==> config.mk <==
export PLATFORM = sky130hd
export DESIGN_NAME = solve_sequencer
export DESIGN_NICKNAME = d
export VERILOG_FILES = /design/src/rtl/solve_sequencer.sv
export SDC_FILE = /design/constraint.sdc
export NUM_CORES = 1
export LEC_CHECK = 0
export ABC_AREA = 1
export BUFFER_PORTS_ARGS = -buffer_cell sky130_fd_sc_hd__clkbuf_2
export CAP_MARGIN = 25
export CORE_MARGIN = 8
export CORE_UTILIZATION = 45
export DETAILED_ROUTE_END_ITERATION = 8
export GPL_TIMING_DRIVEN = 0
export PLACE_DENSITY = 0.73
export SYNTH_ARGS = -nofsm -noshare
export SYNTH_HDL_FRONTEND = slang
export SYNTH_SLANG_ARGS = --single-unit
==> constraint.sdc <==
create_clock -name clk -period 2.2 [get_ports clk]
set_clock_uncertainty 0.1 [all_clocks]
set_input_delay 0.44 -clock clk [delete_from_list [all_inputs] [get_ports clk]]
set_output_delay 0.44 -clock clk [all_outputs]
set_load 0.005 [all_outputs]
==> src/rtl/solve_sequencer.sv <==
// Hands RREF jobs to an enumerator, tracks the minimum solution popcount
// per job and keeps a running total. Optional watchdog: SOLVE_SEQUENCER_TIMEOUT_EN.
module solve_sequencer #(
  parameter int ROWS           = 4,
  parameter int COLS           = 5,
  parameter int SUM_W          = 32,
  parameter int TIMEOUT_CYCLES = 1024
) (
  input  logic                          clk,
  input  logic                          rst,
  input  logic                          job_valid,
  output logic                          job_ready,
  input  logic [ROWS-1:0][COLS-1:0]     job_rref,
  output logic                          enum_start,
  output logic [ROWS-1:0][COLS-1:0]     enum_rref,
  input  logic                          sol_tvalid,
  input  logic [7:0]                    sol_tdata,
  input  logic                          sol_tlast,
  output logic                          sol_tready,
  output logic                          res_valid,
  input  logic                          res_ready,
  output logic [$clog2(COLS):0]         res_min,
  output logic                          res_err,
  output logic [SUM_W-1:0]              total
);

  localparam int MW = $clog2(COLS) + 1;

  typedef enum logic [1:0] {
    IDLE,
    LAUNCH,
    COLLECT,
    REPORT
  } state_t;

  state_t        state;
  logic [MW-1:0] min;
  logic [MW-1:0] pop;
  logic [MW-1:0] new_min;
  logic          beat;

`ifdef SOLVE_SEQUENCER_TIMEOUT_EN
  localparam int WD_W = $clog2(TIMEOUT_CYCLES + 1);
  logic [WD_W-1:0] wd;
`else
  assign res_err = 1'b0;
`endif

  // popcount of the variable bits of the beat and the candidate minimum
  always_comb begin
    pop = '0;
    for (int i = 0; i < 8; i++) begin
      if (i < COLS - 1) pop = pop + MW'(sol_tdata[i]);
    end
    beat    = sol_tvalid && sol_tready;
    new_min = (pop < min) ? pop : min;
  end

  // job sequencing FSM with registered handshake outputs
  always_ff @(posedge clk or posedge rst) begin
    if (rst) begin
      state      <= IDLE;
      job_ready  <= 1'b1;
      enum_start <= 1'b0;
      sol_tready <= 1'b0;
      res_valid  <= 1'b0;
      res_min    <= '0;
      total      <= '0;
      enum_rref  <= '0;
      min        <= '1;
`ifdef SOLVE_SEQUENCER_TIMEOUT_EN
      wd         <= '0;
      res_err    <= 1'b0;
`endif
    end else begin
      enum_start <= 1'b0;
      unique case (state)
        IDLE: begin
          if (job_valid) begin
            enum_rref  <= job_rref;
            job_ready  <= 1'b0;
            enum_start <= 1'b1;
            min        <= '1;
            state      <= LAUNCH;
          end
        end
        LAUNCH: begin
          sol_tready <= 1'b1;
`ifdef SOLVE_SEQUENCER_TIMEOUT_EN
          wd         <= '0;
`endif
          state      <= COLLECT;
        end
        COLLECT: begin
          if (beat) begin
            min <= new_min;
`ifdef SOLVE_SEQUENCER_TIMEOUT_EN
            wd  <= '0;
`endif
            if (sol_tlast) begin
              sol_tready <= 1'b0;
              res_valid  <= 1'b1;
              res_min    <= new_min;
              state      <= REPORT;
            end
          end
`ifdef SOLVE_SEQUENCER_TIMEOUT_EN
          else if (wd == WD_W'(TIMEOUT_CYCLES - 1)) begin
            sol_tready <= 1'b0;
            res_valid  <= 1'b1;
            res_min    <= '1;
            res_err    <= 1'b1;
            state      <= REPORT;
          end else begin
            wd <= wd + 1'b1;
          end
`endif
        end
        REPORT: begin
          if (res_ready) begin
            if (!res_err) total <= total + SUM_W'(res_min);
`ifdef SOLVE_SEQUENCER_TIMEOUT_EN
            res_err   <= 1'b0;
`endif
            res_valid <= 1'b0;
            job_ready <= 1'b1;
            state     <= IDLE;
          end
        end
        default: state <= IDLE;
      endcase
    end
  end

endmodule

==> results of run 1 <==
-- through the flow --
step           power, uW  util [%]  TNS (ns)  cell area, um^2
3_3_place_gp        3250      54.1    -54.75             4130
6_report            4420      57.6    -0.130             4410
5_1_grt             4790      57.6    -0.662             4410
3_5_place_dp        3310      54.1     -2.45             4140
4_1_cts             4460      57.3         0             4380
2_1_floorplan       2720         -    -0.775             3560
-- registers in the layout (all words and copies together) (netlist names) --
signal / count
state: 2
enum_start: 1
enum_rref: 20
min: 4
total: 32
res_valid: 1
res_min: 4
job_ready: 1
sol_tready: 1
-- routing by layer --
layer  vias up  part of all wire, %
met4         0                  1.5
met2        92                   47
li1       1607                    -
met5         -                    0
met1      1438                   43
met3        11                  8.6
-- cell type report --
type,count,area (um^2),area share (%)
plain buffers,7,32.5,0.738
clock buffers,14,193,4.37
clock inverters,1,30.0,0.682
inverters,52,205,4.66
multi-input cells,330,1700,38.7
flip-flops and latches,66,1660,37.6
well taps,102,128,2.90
repair buffers,89,455,10.3
-- what timing repair did --
action	4_1_cts	5_1_grt
hold endpoints to repair	0	0
endpoints found under the setup margin	6	6
gates resized for setup	6	7
pin swaps	9	11
-- cell usage after synthesis (all sizes together) --
master / number / share of area, %
or2: 3 / 0.53
inv: 52 / 5.5
nor3: 2 / 0.43
a21oi: 9 / 1.3
nand2: 185 / 20
dfstp: 5 / 3.7
clkbuf: 4 / 0.43
xnor2: 8 / 2.0
nand4: 12 / 2.3
o21ai: 17 / 2.4
nand3: 23 / 3.6
ha: 12 / 4.3
xor2: 2 / 0.50
conb: 1 / 0.11
dfrtp: 61 / 43
nand3b: 7 / 1.5
buf: 3 / 0.50
nor2: 47 / 6.1
fa: 2 / 1.1
-- kinds of logic after synthesis --
family	count (synthesis)	synth area share, %
xor+xnor	10	2.49
flops	66	47.1
compound gates	26	3.70
simple gates	279	34.8
buf+inv	59	6.47
fa+ha+maj	14	5.40
other cells	1	0.107
-- power breakdown --
group	leakage, uW	total, uW	internal (uW)	switching, uW
Combinational	0.00140	1480	622	862
Clock	0.000115	1110	673	435
Sequential	0.000854	1830	1580	255
Total	0.00237	4420	2870	1550
-- worst max-delay path by stage --
stage                       startpoint    endpoint  slack [ns]
after floorplan           sol_tdata[3]  res_min[0]       -0.15
after global placement             rst    total[4]       -0.85
after detailed placement  sol_tdata[3]  res_min[1]       -0.43
after CTS                 sol_tdata[0]  res_min[1]       0.006
after global routing      sol_tdata[3]  res_min[2]       -0.13
final                     sol_tdata[3]  res_min[0]       -0.05
==> flow_metrics.env, run 1 <==
export IMPL_fin_cells=661
export IMPL_numClockSinks=66
export IMPL_worst_setup_path_start_kind="input port"
export IMPL_clockBufferDepth=2
export IMPL_final_cell_mix="nand2_1, clkbuf_2, dfrtp_1"
export IMPL_globalRouteTotalUtil_pct=16.0
export IMPL_die_area_um2=10900
export IMPL_run_status="finished with violations"
export IMPL_cts_hold_repair_buffers=0
export IMPL_timing_rr_end="total[20]"
export IMPL_cp_max_fo=4
export IMPL_p_per_area_nw_per_um2=1000
export IMPL_routedWlPerCell_um=12.8
export IMPL_setup_worst_path_class="input port to flop"
export IMPL_gr_total_overflow=0
export IMPL_cts_tree="built"
export IMPL_final_max_tran_viols=0
export IMPL_post_cts_repair_setup_buffers=0
export IMPL_critical_path_top_delay_family="adder cells"
export IMPL_grt_busiest_layer="met2"
export IMPL_clock_root_buffer="clkbuf_8"
export IMPL_use_met3_pct=5.27
export IMPL_viasPerCell=4.76
export IMPL_via_count_of_the_first_global_routing_pass=3220
export IMPL_synth_fp_nets=503
export IMPL_layout_commonest_cell="nand2_1"
export IMPL_dp_hpwl_mm=6.53
export IMPL_nets=603
export IMPL_synthToLayoutAreaGrowth_pct=25.1
export IMPL_post_synth_instance_area_um2=3520
export IMPL_setup_ws_pre_cts_ns=-0.432
export IMPL_number_of_drc_markers_after_the_initial_detailed_route_iteration=125
export IMPL_period_minus_slack_ns=2.25
export IMPL_crit_path_frequent_cell="nand2_1"
export IMPL_post_place_cells=646
export IMPL_ios=95
export IMPL_drive_above_1_share_pct=27.2
export IMPL_vert_die_dim_um=104
export IMPL_yosysSeqAreaShare_pct=47.1
export IMPL_period_share_pct=102
export IMPL_setup_viol=5
export IMPL_timing_critical_path_cells="buf_8, inv_8, fa_1, inv_1, ha_2, ha_4, ha_4, o21ai_2, nand2_1, nand2_2, nand2_4, nand2_2, nand2_1, nand2_1, nand2_1"
export IMPL_critPathRequiredTime_ns=2.32
export IMPL_dieWidth_um=104
export IMPL_vdd_ir_drop_max_uv=635
export IMPL_timing_hold_violations_final=0
export IMPL_grt_use_met2_pct=25.9
export IMPL_hold_path_class="input port to asynchronous set/reset pin"
export IMPL_met1_usage_pct=18.8
export IMPL_cap_viol_max_count=0
export IMPL_path_clk_slew_ns=0.07
export IMPL_rr_startpoint="res_min[0]"
export IMPL_fmaxAchievable_mhz=445
export IMPL_synth_avg_cell_area_um2=7.74
export IMPL_fillCellCount=693
export IMPL_timing_critical_path_to_type="flop"
export IMPL_grt_setup_unrepaired="true"
export IMPL_critPathMaxStageDelay_ns=0.53
export IMPL_worst_path_stages=15
export IMPL_worst_slew_pin_slew_ns=0.799
export IMPL_drc_violations_left=0
export IMPL_drt_antenna_violating_nets=0
export IMPL_synth_seq_cells=66
export IMPL_drt_first_pass_iters=5
export IMPL_worst_r2r_setup_slack_ns=0.21
export IMPL_initial_standard_cell_utilization_of_the_core_pct=46.0
export IMPL_r2r_cells=10
export IMPL_cts_buffers_inserted=9
export IMPL_path_buf_inv=3
export IMPL_clk_insertion_delay_late_ns=0.33
export IMPL_leak_pwr_uw=0.00237
export IMPL_insertedDiodeCount=0
export IMPL_postLayoutSetupSlackWorst_ns=-0.0490
export IMPL_synthDistinctLibCells=30
export IMPL_route_vias_total=3148
export IMPL_core_area_um2=7650
export IMPL_fin_worst_hold_slack_ns=0.158
export IMPL_grt_max_degree=67
export IMPL_postSynthCellCount=455
export IMPL_wire_length_of_the_first_global_routing_pass_mm=14.5
export IMPL_slew_headroom_pct=46.7
export IMPL_place_port_buffers=89
export IMPL_failing_checks="setup timing"
export IMPL_synth_yosys_warnings=0
export IMPL_cts_max_level=3
export IMPL_worst_endpoint_arrival_ns=2.37
export IMPL_antenna_found_initial=0
export IMPL_place_congestion=0.906
export IMPL_slowest_stage="fa_1"
export IMPL_rows=32
export IMPL_detail_route_wirelength_mm=8.49
Note: power is estimated with default switching activity, not from simulation.
==> inputs of run 2 (changes only) <==
Settings changed: CORE_MARGIN 8 to not set, PLACE_DENSITY 0.73 to 0.77.
==> run 2 against run 1 <==
The run still ends with setup timing left. Non-clock buffer count rose by 2. Sequential cell count unchanged. Register-to-register slack got worse by 0.06 ns. Worst hold slack worse by 0.14 ns. First-iteration DRC count down 19%. Final cell count did not move. Total power down 1.3%. Global-route usage is 5.9 points higher. Count of clock-buffer cells in the layout shrank 3. Critical endpoint unchanged. Largest cell class unchanged. Largest power group unchanged.
==> flow_metrics.env, run 2 (synthesized netlist as in run 1, its figures left out) <==
export IMPL_setup_worst_path_class="input port to flop"
export IMPL_period_minus_slack_ns=2.21
export IMPL_timing_hold_violations_final=0
export IMPL_wire_length_of_the_first_global_routing_pass_mm=14.3
export IMPL_leak_pwr_uw=0.00237
export IMPL_cts_tree="built"
export IMPL_grt_max_degree=44
export IMPL_routed_wl_met2_mm=4.20
export IMPL_cts_max_level=3
export IMPL_slew_headroom_pct=65.0
export IMPL_routedWlPerCell_um=12.4
export IMPL_vert_die_dim_um=90.5
export IMPL_worst_endpoint_arrival_ns=2.34
export IMPL_synthToLayoutAreaGrowth_pct=25.2
export IMPL_dp_hpwl_mm=6.19
export IMPL_detail_route_wirelength_mm=8.17
export IMPL_worst_r2r_setup_slack_ns=0.15
export IMPL_layout_commonest_cell="nand2_1"
export IMPL_worst_slew_pin_slew_ns=0.525
export IMPL_cap_viol_max_count=0
export IMPL_p_per_area_nw_per_um2=991
export IMPL_critical_path_startpoint="sol_tdata[3]"
export IMPL_core_area_um2=7410
export IMPL_routed_wl_met3_um=363
export IMPL_nets=605
export IMPL_postLayoutSetupSlackWorst_ns=-0.00940
export IMPL_cp_max_fo=4
export IMPL_fin_worst_hold_slack_ns=0.0203
export IMPL_final_max_tran_viols=0
export IMPL_registers_with_the_most_flip_flops="total x32, enum_rref x20"
export IMPL_fmaxAchievable_mhz=453
export IMPL_highest_layer="met4"
export IMPL_timing_critical_path_to_type="flop"
export IMPL_rows=31
export IMPL_clk_insertion_delay_late_ns=0.33
export IMPL_drive_above_1_share_pct=27.2
export IMPL_gr_total_overflow=0
export IMPL_cts_hold_repair_buffers=0
export IMPL_rr_startpoint="res_min[0]"
export IMPL_drt_antenna_violating_nets=0
export IMPL_vdd_ir_drop_max_uv=536
export IMPL_clock_root_buffer="clkbuf_8"
export IMPL_post_place_cells=644
export IMPL_antenna_found_initial=0
export IMPL_path_clk_slew_ns=0.07
export IMPL_setup_viol=1
export IMPL_clockBufferDepth=2
export IMPL_viasPerCell=4.90
export IMPL_fillCellCount=702
export IMPL_insertedDiodeCount=0
export IMPL_period_share_pct=100
export IMPL_number_of_drc_markers_after_the_initial_detailed_route_iteration=101
export IMPL_numClockSinks=66
export IMPL_length_of_routed_wiring_on_met1_mm=3.46
export IMPL_drt_first_pass_iters=4
export IMPL_cts_buffers_inserted=9
export IMPL_globalRouteTotalUtil_pct=21.8
export IMPL_place_port_buffers=89
export IMPL_dieWidth_um=90.5
export IMPL_place_congestion=0.887
export IMPL_worst_setup_path_start_kind="input port"
export IMPL_die_area_um2=8180
export IMPL_ios=95
export IMPL_final_cell_mix="nand2_1, clkbuf_2, dfrtp_1"
export IMPL_grt_setup_unrepaired="true"
export IMPL_initial_standard_cell_utilization_of_the_core_pct=47.5
export IMPL_hold_path_class="input port to asynchronous set/reset pin"
export IMPL_via_count_of_the_first_global_routing_pass=3184
export IMPL_run_status="finished with violations"
export IMPL_critPathRequiredTime_ns=2.33
export IMPL_failing_checks="setup timing"
export IMPL_fin_cells=661
export IMPL_route_vias_total=3237
export IMPL_drc_violations_left=0
export IMPL_largest_register_ffs=32
export IMPL_largest_register="total"
run 2: power by group:
group	internal [uW]	switching (uW)
Clock	579	465
Sequential	1580	264
Combinational	628	852
run 2: final cells by class:
| class | instances | area [um^2] | area share [%] |
|---|---|---|---|
| plain buffers | 7 | 32.5 | 0.738 |
| clock buffers | 11 | 151 | 3.44 |
| clock inverters | 5 | 52.6 | 1.19 |
| inverters | 52 | 203 | 4.60 |
| multi-input cells | 330 | 1700 | 38.5 |
| flip-flops and latches | 66 | 1660 | 37.6 |
| well taps | 99 | 124 | 2.81 |
| repair buffers | 91 | 489 | 11.1 |
run 2: path summary, 6_finish.rpt:
check                                    end  depth (start not counted)
worst max-delay path              res_min[0]                         15
worst min-delay path            enum_rref[6]                          2
max in group asynchronous          job_ready                          3
min in group clk                enum_rref[6]                          3
worst max register to register     total[20]                         10
worst min register to register  enum_rref[3]                          2
run 2: per-layer routing:
layer	global-route usage, %	vias to the layer above
met2	38.5	88
met4	9.27	0
met3	3.54	13
met5	0	-
met1	26.3	1514
li1	-	1622
run 2: what timing repair did:
item / 4_1_cts / 5_1_grt
endpoints found under the setup margin: 6 / 6
resized for setup: 5 / 7
pin swaps: 6 / 9
setup buffers: 1 / 0
cloned: 0 / 0
run 2: critical path: stages:
cell and delay [ns]:
buf_8 0.08, inv_8 0.02, fa_1 0.55, inv_2 0.05, ha_4 0.16, ha_4 0.27, ha_4 0.19, o21ai_2 0.05
nand2_1 0.09, nand2_2 0.12, nand2_4 0.08, nand2_2 0.08, nand2_1 0.05, nand2_1 0.06, nand2_1 0.05
run 2: stage by stage:
stage          instance area (um^2)  total power, uW  util (%)  setup TNS (ns)  setup slack (ns)
2_1_floorplan                  3560             2720         -          -0.775            -0.146
3_3_place_gp                   4130             3210      55.8          -51.06            -0.791
3_5_place_dp                   4150             3300      56.0           -2.44            -0.425
4_1_cts                        4380             4380      59.2               0           0.00192
5_1_grt                        4410             4720      59.5          -0.364           -0.0751
6_report                       4410             4370      59.5        -0.00940          -0.00940
==> inputs of run 3 (changes only) <==
Settings changed: CTS_CLUSTER_DIAMETER set to 150, GPL_TIMING_DRIVEN 0 to not set, SETUP_SLACK_MARGIN set to 0.4.
==> run 3 against run 2 <==
The flow still finishes with violations (setup timing). Combinational power is 18% higher. Total power grew 17%. Critical path depth unchanged. Sequential share of layout area is 2.7 points lower. Maximum frequency is 0.63% lower. Utilization increased by 4.7 points. Final area is 7.8% higher. Non-clock buffer count grew 5. Sequential power hardly changed.
==> flow_metrics.env, run 3 (synthesized netlist as in run 1, its figures left out) <==
export IMPL_run_status="finished with violations"
export IMPL_failing_checks="setup timing"
export IMPL_clk_insertion_delay_late_ns=0.35
export IMPL_drt_antenna_violating_nets=0
export IMPL_route_vias_total=3300
export IMPL_netSwitchingPower_uw=1770
export IMPL_viasPerCell=4.95
export IMPL_worst_setup_path_start_kind="input port"
export IMPL_setup_worst_path_class="input port to flop"
export IMPL_cts_tree="built"
export IMPL_cts_max_level=3
export IMPL_drive_above_1_share_pct=33.5
export IMPL_dieWidth_um=90.5
export IMPL_setup_viol=4
export IMPL_number_of_drc_markers_after_the_initial_detailed_route_iteration=158
export IMPL_leak_pwr_uw=0.00250
export IMPL_registers_with_the_most_flip_flops="total x32, enum_rref x20"
export IMPL_hold_path_class="input port to asynchronous set/reset pin"
export IMPL_die_area_um2=8180
export IMPL_dp_hpwl_mm=6.05
export IMPL_worst_r2r_setup_slack_ns=0.31
export IMPL_timing_hold_violations_final=0
export IMPL_vert_die_dim_um=90.5
export IMPL_worst_endpoint_arrival_ns=2.36
export IMPL_via_count_of_the_first_global_routing_pass=3079
export IMPL_ios=95
export IMPL_fin_worst_hold_slack_ns=0.0782
export IMPL_antenna_found_initial=0
export IMPL_p_int_uw=3340
export IMPL_worst_slew_pin_slew_ns=0.692
export IMPL_routedWlPerCell_um=13.2
export IMPL_period_share_pct=101
export IMPL_final_max_tran_viols=0
export IMPL_drc_violations_left=0
export IMPL_globalRouteTotalUtil_pct=21.3
export IMPL_vdd_ir_drop_max_uv=542
export IMPL_power_frac_seq_pct=36.6
export IMPL_p_per_area_nw_per_um2=1070
export IMPL_cap_viol_max_count=0
export IMPL_critPathRequiredTime_ns=2.33
export IMPL_slew_headroom_pct=53.8
export IMPL_drt_first_pass_iters=5
export IMPL_clockBufferDepth=2
export IMPL_gr_total_overflow=0
export IMPL_cp_max_fo=4
export IMPL_place_port_buffers=89
export IMPL_post_place_cells=641
export IMPL_fillCellCount=577
export IMPL_wire_length_of_the_first_global_routing_pass_mm=13.9
export IMPL_fmaxAchievable_mhz=450
export IMPL_core_area_um2=7410
export IMPL_largest_register_ffs=32
export IMPL_post_route_util_pct=64.1
export IMPL_detail_route_wirelength_mm=8.78
export IMPL_layout_commonest_cell="nand2_1"
export IMPL_timing_setup_tns_ns=-0.0516
export IMPL_largest_register="total"
export IMPL_path_clk_slew_ns=0.07
export IMPL_grt_max_degree=32
export IMPL_rows=31
export IMPL_initial_standard_cell_utilization_of_the_core_pct=47.5
export IMPL_clock_root_buffer="clkbuf_8"
export IMPL_numClockSinks=66
export IMPL_clock_power_share_pct=29.1
export IMPL_place_congestion=0.887
export IMPL_grt_setup_unrepaired="true"
export IMPL_fin_cells=667
export IMPL_switching_share_pct=34.6
export IMPL_postLayoutSetupSlackWorst_ns=-0.0233
export IMPL_period_minus_slack_ns=2.22
export IMPL_synthToLayoutAreaGrowth_pct=35.0
export IMPL_timing_critical_path_to_type="flop"
export IMPL_insertedDiodeCount=0
export IMPL_nets=611
export IMPL_final_cell_mix="nand2_1, clkbuf_2, dfrtp_1"
export IMPL_share_comb_of_total_power_pct=34.3
export IMPL_cts_buffers_inserted=9
==> run 3: cell types whose count changed in the layout (fill, tap and decap cells not counted), moves of 5 or more <==
cell,delta
nand2_1,-5
nand2_4,+6
nand3_1,-5
nor2_1,-5
buf_4,+9
==> run 3: layer usage <==
metal	track usage [%]	routed length, um	part of all wire (%)	vias to the layer above
met5	0	0	0	-
met4	10.3	197	2.2	0
met3	3.28	421	4.8	19
met2	36.6	4420	50	116
met1	25.9	3740	43	1530
li1	-	-	-	1635
==> run 3: worst paths after layout <==
kind / end / startpoint / cells after the start
max: res_min[0] / sol_tdata[3] / 15
min: enum_rref[2] / rst / 2
max reg2reg: total[8] / res_min[0] / 9
min reg2reg: enum_rref[18] / enum_rref[18] / 2
max in group asynchronous: total[5] / rst / 3
min in group clk: enum_rref[5] / job_rref[5] / 3
==> run 3: critical path, stage by stage <==
cell and delay [ns]:
buf_8 0.08, inv_8 0.02, fa_1 0.55, inv_2 0.06
ha_4 0.16, ha_4 0.27, ha_4 0.18, o21ai_1 0.06
nand2_1 0.07, nand2_2 0.11, nand2_4 0.09, nand2_4 0.09
nand2_2 0.05, nand2_2 0.06, nand2_2 0.04
==> run 3: layout make-up <==
cell class                 count  area [um^2]  area share (%)
inverter                      52          210            4.42
timing repair inverter         1         7.51           0.158
tap                           99          124            2.61
multi-input combinational    330         1880            39.5
sequential                    66         1660            34.9
clock buffer                   9          124            2.61
timing repair buffer         103          587            12.3
clock inverter                 7          165            3.48
==> run 3: per-stage QoR <==
stage / total power [uW] / area, um^2 / worst slack (ns)
global placement: 3230 / 4150 / -0.365
CTS: 4870 / 4520 / -0.0437
global route: 5420 / 4750 / -0.0821
finish: 5100 / 4750 / -0.0233
detailed placement: 3300 / 4150 / -0.439
floorplan: 2730 / 3570 / -0.146
==> run 3: repair_timing <==
item                       in CTS  in global routing
pin swaps                      12                 23
cloned                          0                  1
setup endpoints to repair      26                 50
hold buffers                    0                  0
resized for setup              13                 43
setup buffers                   4                  5
==> run 3: power by group through the flow <==
| stage | clock network (uW) | registers [uW] | logic (uW) |
|---|---|---|---|
| 6_report | 1490 | 1870 | 1750 |
| 5_1_grt | 1540 | 1910 | 1960 |
| 4_1_cts | 1490 | 1840 | 1540 |
| 3_5_place_dp | 0 | 1840 | 1460 |
| 3_3_place_gp | 0 | 1840 | 1380 |
| 2_1_floorplan | 0 | 1830 | 899 |
